### src/rtl/ws2811_multichannel_driver.sv
// ws2811_multichannel_driver: drives CHANNELS WS2811 strings in lockstep from one pixel-fetch port.
// Ports: clock, reset (async, active high); enable/led_count/speed_sel request and shape frames;
// pix_rd/pix_addr/pix_data fetch one 24-bit word per channel per LED from a 1-cycle-latency RAM;
// serial are the WS2811 data lines; busy spans frame start to end of latch; frame_done pulses
// on the last latch cycle.
module ws2811_multichannel_driver #(
  parameter int CHANNELS  = 4,
  parameter int MAX_LEDS  = 256,
  parameter int T0H_CYC   = 13,
  parameter int T1H_CYC   = 30,
  parameter int TBIT_CYC  = 62,
  parameter int RESET_CYC = 2800
) (
  input  logic                        clock,
  input  logic                        reset,
  input  logic                        enable,
  input  logic [$clog2(MAX_LEDS):0]   led_count,
  input  logic                        speed_sel,
  output logic                        pix_rd,
  output logic [$clog2(MAX_LEDS)-1:0] pix_addr,
  input  logic [24*CHANNELS-1:0]      pix_data,
  output logic [CHANNELS-1:0]         serial,
  output logic                        busy,
  output logic                        frame_done
);
  localparam int LED_W  = $clog2(MAX_LEDS) + 1;
  localparam int ADDR_W = $clog2(MAX_LEDS);
  localparam int CW     = $clog2(2 * TBIT_CYC);
  localparam int RW     = $clog2(RESET_CYC + 1);
  localparam logic [CW-1:0] TB_F = CW'(TBIT_CYC - 1);
  localparam logic [CW-1:0] TB_S = CW'(2 * TBIT_CYC - 1);
  localparam logic [CW-1:0] T0_F = CW'(T0H_CYC);
  localparam logic [CW-1:0] T0_S = CW'(2 * T0H_CYC);
  localparam logic [CW-1:0] T1_F = CW'(T1H_CYC);
  localparam logic [CW-1:0] T1_S = CW'(2 * T1H_CYC);
  typedef enum logic [1:0] {IDLE, PREFETCH, SEND, LATCH} state_t;
  state_t state, state_nx;
  logic [LED_W-1:0] n;
  logic slow;
  logic [ADDR_W-1:0] led_idx;
  logic [4:0] bit_idx;
  logic [CW-1:0] cyc;
  logic [RW-1:0] lat;
  logic fetch_q;
  logic [CHANNELS-1:0][23:0] shreg, hold;
  logic start, rd, bit_end, last_bit, last_led, lat_end;
  logic [CW-1:0] t0, t1;
  always_comb begin
    start    = enable && led_count != '0;
    bit_end  = cyc == (slow ? TB_S : TB_F);
    last_bit = bit_idx == 5'd0;
    last_led = {1'b0, led_idx} == n - LED_W'(1);
    lat_end  = lat == RW'(RESET_CYC - 1);
    t0       = slow ? T0_S : T0_F;
    t1       = slow ? T1_S : T1_F;
  end
  always_comb begin
    state_nx = state;
    rd       = 1'b0;
    pix_addr = '0;
    case (state)
      IDLE: begin
        rd       = start;
        state_nx = start ? PREFETCH : IDLE;
      end
      PREFETCH: state_nx = SEND;
      SEND: begin
        // fetch the next LED at the start of the current LED's final bit so it is ready at the boundary
        rd       = last_bit && cyc == '0 && !last_led;
        pix_addr = rd ? led_idx + ADDR_W'(1) : '0;
        state_nx = bit_end && last_bit && last_led ? LATCH : SEND;
      end
      LATCH: state_nx = lat_end ? IDLE : LATCH;
      default: state_nx = IDLE;
    endcase
  end
  // reset gates the combinational outputs so they drop without waiting for a clock edge
  always_comb begin
    pix_rd     = rd && !reset;
    busy       = state != IDLE || (start && !reset);
    frame_done = state == LATCH && lat_end;
    for (int c = 0; c < CHANNELS; c++)
      serial[c] = state == SEND && cyc < (shreg[c][23] ? t1 : t0);
  end
  always_ff @(posedge clock or posedge reset) begin
    if (reset) begin
      state   <= IDLE;
      n       <= '0;
      slow    <= 1'b0;
      led_idx <= '0;
      bit_idx <= '0;
      cyc     <= '0;
      lat     <= '0;
      fetch_q <= 1'b0;
      shreg   <= '0;
      hold    <= '0;
    end else begin
      state   <= state_nx;
      fetch_q <= rd;
      lat     <= state == LATCH ? lat + RW'(1) : '0;
      if (fetch_q) hold <= pix_data;
      if (state == IDLE && start) begin
        n    <= led_count > LED_W'(MAX_LEDS) ? LED_W'(MAX_LEDS) : led_count;
        slow <= speed_sel;
      end
      if (state == PREFETCH) begin
        shreg   <= pix_data;
        led_idx <= '0;
        bit_idx <= 5'd23;
        cyc     <= '0;
      end
      if (state == SEND) begin
        cyc <= bit_end ? '0 : cyc + CW'(1);
        if (bit_end) begin
          bit_idx <= last_bit ? 5'd23 : bit_idx - 5'd1;
          if (last_bit) begin
            led_idx <= led_idx + ADDR_W'(1);
            shreg   <= hold;
          end else begin
            for (int c = 0; c < CHANNELS; c++)
              shreg[c] <= {shreg[c][22:0], 1'b0};
          end
        end
      end
    end
  end
endmodule

### config.mk
export PLATFORM = sky130hd
export DESIGN_NAME = ws2811_multichannel_driver
export DESIGN_NICKNAME = d
export VERILOG_FILES = /design/src/rtl/ws2811_multichannel_driver.sv
export SDC_FILE = /design/constraint.sdc
export NUM_CORES = 1
export LEC_CHECK = 0
export ABC_AREA = 0
export BUFFER_PORTS_ARGS = -buffer_cell sky130_fd_sc_hd__buf_2
export CORE_ASPECT_RATIO = 0.7
export CORE_MARGIN = 2
export CORE_UTILIZATION = 30
export DETAILED_ROUTE_END_ITERATION = 8
export HOLD_SLACK_MARGIN = 0.12
export PLACE_DENSITY = 0.42
export RECOVER_POWER = 50
export SLEW_MARGIN = 5
export SYNTH_ARGS = -nofsm -noshare
export SYNTH_HDL_FRONTEND = slang
export SYNTH_SLANG_ARGS = --single-unit
### constraint.sdc
create_clock -name clock -period 8.31 [get_ports clock]
set_input_delay 0 -clock clock [delete_from_list [all_inputs] [get_ports clock]]
set_output_delay 0 -clock clock [all_outputs]
set_load 0.02 [all_outputs]
After elaboration in Yosys (flattened, before gate mapping)
Cells that the tools add are included.
W data, S select, Z words.
Word-level totals
  flip-flop bits (word level): 237
  input bits: 109
  output and inout bits: 15
  logic and storage cells: 85
Operators by class
  reduce and logical (&&, ||, !) cells: 22
  magnitude comparators: 5
  eq/ne operators: 6
  $add $sub $neg: 5
  muxes and demuxes: 31
Operator list (count)
  $mux W96: 4
  $mux W8: 6
  $mux W6: 5
  $lt A7 B6 Y1: 4
  $mux W7: 4
  $mux W5: 5
  $logic_and A1 B1 Y1: 13
  $add A12 B1 Y12 const B: 1
  $eq A12 B12 Y1 const B: 1
  $mux W12: 1
  $eq A8 B9 Y1: 1
  $gt A9 B9 Y1 const B: 1
  $mux W9: 1
  $reduce_bool A9 Y1: 1
  $sub A9 B1 Y9 const B: 1
  $add A8 B1 Y8 const B: 1
  $pmux W2 S4: 1
  $add A7 B1 Y7 const B: 1
  $eq A7 B7 Y1: 1
  $logic_not A7 Y1: 1
  $logic_not A5 Y1: 1
  $sub A5 B1 Y5 const B: 1
  $eq A2 B2 Y1 const B: 2
  $reduce_bool A2 Y1: 2
  7 further kinds: 9

Longest topological paths before layout
  depth after elaboration: 6
  mapped depth: 8
  depth with buffers taken out: 8

Least setup slack after synthesis
No wires, ideal clock.
  path type: reg-to-output
  start: register bit_idx[0]
  end: output pix_rd
  required time: 8310 ps
  path slack: 5983 ps
  cell stages (with the launch flop): 7
  arrival: 2327 ps
  buffers on the path: 0
  cells stage by stage: dfrtp_1 > inv_1 > ha_1 > or3b_2 > nor2_2 > nand4_1 > a221oi_1
Between the ends
  longest elaborated chain between the ends: 5
RTL lines
  from (decl): RTL line 41  | logic [4:0] bit_idx;
  from (signal assigned): RTL line 115  | bit_idx <= last_bit ? 5'd23 : bit_idx - 5'd1;
  $logic_not A5 Y1: RTL line 51  | last_bit = bit_idx == 5'd0;
  $logic_and A1 B1 Y1 (2 in a row): RTL line 69  | rd = last_bit && cyc == '0 && !last_led;
  $pmux W1 S2: RTL line 61  | case (state)
  $logic_and A1 B1 Y1: RTL line 79  | pix_rd = rd && !reset;
  to (decl): RTL line 19  | output logic pix_rd,
No other way between the ends.

==> flow_summary.yaml <==
synth:
  seq_area_frac_synth_pct: 49.2
  synth_cells: 1189
  async_reset_ff_share_pct: 100
  synth_cell_types: 51
  synth_edf_count: 0
  yosys-top-cells-area: "dfrtp_1 49%, mux2_2 9.3%, nand2_1 6.5%"
  syn_avg_cell_area_um2: 10.1
  synth_ff_type: "dfrtp_1"
  synthesis.area_mm2: 0.0120
  synth_top_cell_area_share_pct: 49.2
  syn_nets: 1340
  synth_area_leader_cell: "dfrtp_1"
  yosys_warnings: 0
  synth_seq_cells: 237
placement:
  portBuffers: 123
  post-dp-hpwl_um: 17700
  dp_cells: 1771
  gp_congestion: 0.735
detailed_routing:
  avgRoutedWirePerCell_um: 15.7
  drt-vias-per-instance: 4.76
  route.detailed.drc: 0
  via_count: 9218
  first_pass_iters: 4
  drt_iter0_drc: 557
  drt-total-wl_um: 30500
  ant_nets: 0
power:
  p_total_mw: 2.63
  powerDensity_mw_per_mm2: 174
  peakVddDrop_uv: 144
  leakagePower_nw: 6.49
floorplanning:
  core_mm2: 0.0397
  die_area_mm2: 0.0418
  die-height_um: 172
  start_util_pct: 30.4
  die_x_um: 244
  pin_count: 124
  fp-row-count: 61
setup_path:
  path_class: "primary input to async pin"
  crit_fanout: 98
  arrival_ns: 5.05
  crit_start: "reset"
  worstSetupStartpointType: "primary input"
  end_kind: "async pin"
  required_ns: 8.57
  r2r-start: "state[1]"
grt:
  grt_pass1_wl_um: 50000
  grt.overflow.total: 0
  grt_antenna_before_repair: 0
  grt_pass1_vias: 9217
  track_usage_pct: 14.6
  grt_max_degree: 207
timing:
  worst_pin_slew_ns: 4.54
  worst_hold_slack_ns: 0.245
  fmax_ghz: 0.209
  tns_ns: 0
  max_slew_margin_pct: -205
  drv_slew: 206
  fin_crit_sh_pct: 57.6
  layout_min_cycle_time_ns: 4.79
  finClkSkew_ns: 0.0101
  final_hold_viol_count: 0
  final-setup-viol-count: 0
  rsz0062_at_grt: "no"
cells_and_area:
  antenna_cells: 0
  multiInputGateArea_mm2: 0.00567
  stdcell_count: 1937
  nets: 1532
  drive_gt1_share_pct: 19.7
  fillerInstances: 4001
  syn_to_final_growth_pct: 25.6
  seqCellArea_mm2: 0.00593
worst_hold_path:
  hold_class: "primary input to flip-flop"
  hp-start: "pix_data[66]"
flow_run:
  max_cap_viol_count: 3
clocking:
  post_cts_buffers: 0
  ctsHtreeMaxLevel: 1
  cts.sinks: 237
  clock_path_buffers: 3
  clock_latency_ns: 0.54
  cts_root_buf: "clkbuf_16"
  cts_resized: 0
  cts_tree: "built"
  cts-buffers-inserted: 28
  clkTransAtPathRegs_ns: 0.06
status:
  status: "finished, violations left"
  violations: "max-capacitance violations, max-slew violations"
[critical path, stage by stage]
cell,delay (ns)
dlygate4sd3_1,0.53
clkbuf_1,0.12
clkinvlp_2,2.51
clkbuf_2,1.71
[sequential cells by signal, indices dropped and copies added (netlist names)]
register,cells
shreg,96
n,9
led_idx,8
state,2
lat,12
fetch_q,1
slow,1
hold,96
bit_idx,5
cyc,7
[where the power goes]
group	leakage, nW	internal, mW	switching (mW)
clock	0.447	0.732	0.491
combinational	3.22	0.104	0.0827
sequential	2.83	1.20	0.0224
[stage by stage]
stage          setup WS (ns)  utilization [%]  instance area [um2]
2_1_floorplan           1.81                -                12000
3_3_place_gp            5.14             33.0                13100
3_5_place_dp            5.11             33.0                13100
4_1_cts                 5.04             38.2                15100
5_1_grt                 2.49             38.1                15100
6_report                3.52             38.1                15100
[synth_stat cells, types with 2 or more instances]
cell	count
a31oi_1	97
o22ai_1	2
clkbuf_1	57
nor4_1	2
nor2_1	31
nand3_1	14
nand4_1	7
mux2i_1	4
inv_1	29
nand4b_1	2
and2_1	3
o21ai_1	2
ha_1	42
a21oi_1	8
a221oi_1	2
xnor2_1	15
a211oi_1	97
nand3b_1	5
or4b_1	2
xor2_1	15
o21ai_0	24
buf_4	5
nand2_1	210
nor3_1	15
buf_1	5
nor3b_1	2
and3_1	6
buf_2	18
mux2_2	99
a21o_1	6
o21bai_1	4
and4_1	2
nor2b_1	89
nand2b_1	15
dfrtp_1	237
[routing by layer]
layer / vias up / global-route usage, % / share of wire (%)
met5: - / 0 / 0
met4: 0 / 2.76 / 1.4
met3: 31 / 2.25 / 2.7
met2: 106 / 23.5 / 44
met1: 4481 / 21.0 / 52
li1: 4600 / - / -
[final cells by class]
class | count | area share [%]
multi-input cells | 838 | 37.5
repair buffers | 247 | 12.2
clock inverters | 4 | 0.298
clock buffers | 47 | 5.71
well taps | 535 | 4.42
flip-flops and latches | 237 | 39.2
inverters | 29 | 0.728
[kinds of logic (layout without fill, tap and decap cells)]
group / after synthesis / after routing / synth area share [%]
AO/OA/AOI/OAI: 253 / 253 / 14.4
XOR/XNOR: 30 / 30 / 2.18
adder cells (fa/ha/maj): 42 / 42 / 4.36
buffers and inverters: 114 / 327 / 3.89
flip-flops: 237 / 237 / 49.2
multiplexers: 103 / 103 / 9.58
AND/OR/NAND/NOR: 410 / 410 / 16.3
[placed cells by master (no fill, tap or decap), types with 3 or more instances in the layout]
cell,n
mux2_2,99
mux2i_1,4
nand3b_1,5
buf_2,120
a21oi_1,8
buf_4,7
o21bai_1,4
and3_1,6
a21o_1,6
o21ai_0,24
clkbuf_8,7
nor2b_1,89
inv_1,28
clkbuf_16,29
nand2b_1,15
nor2_1,31
a31oi_1,97
nand3_1,14
ha_1,41
and2_1,3
clkinv_2,3
nor3_1,15
clkbuf_1,14
nand4_1,7
dlygate4sd3_1,115
nand2_1,210
xor2_1,15
dfrtp_1,237
xnor2_1,15
a211oi_1,97
[path summary, 6_finish.rpt]
path,endpoint,slack [ns],depth (start not counted)
min in group asynchronous,lat[6],1.39,3
max,cyc[6],3.52,4
min,hold[66],0.25,3
max in group clock,shreg[7],5.10,7
max reg2reg,shreg[7],5.10,7
min reg2reg,lat[0],0.44,1
[what timing repair did]
item                                   4_1_cts  5_1_grt
hold buffers                               115        0
setup endpoints to repair                    0        0
endpoints found under the hold margin      298        0
(Power assumes the default switching activity.)
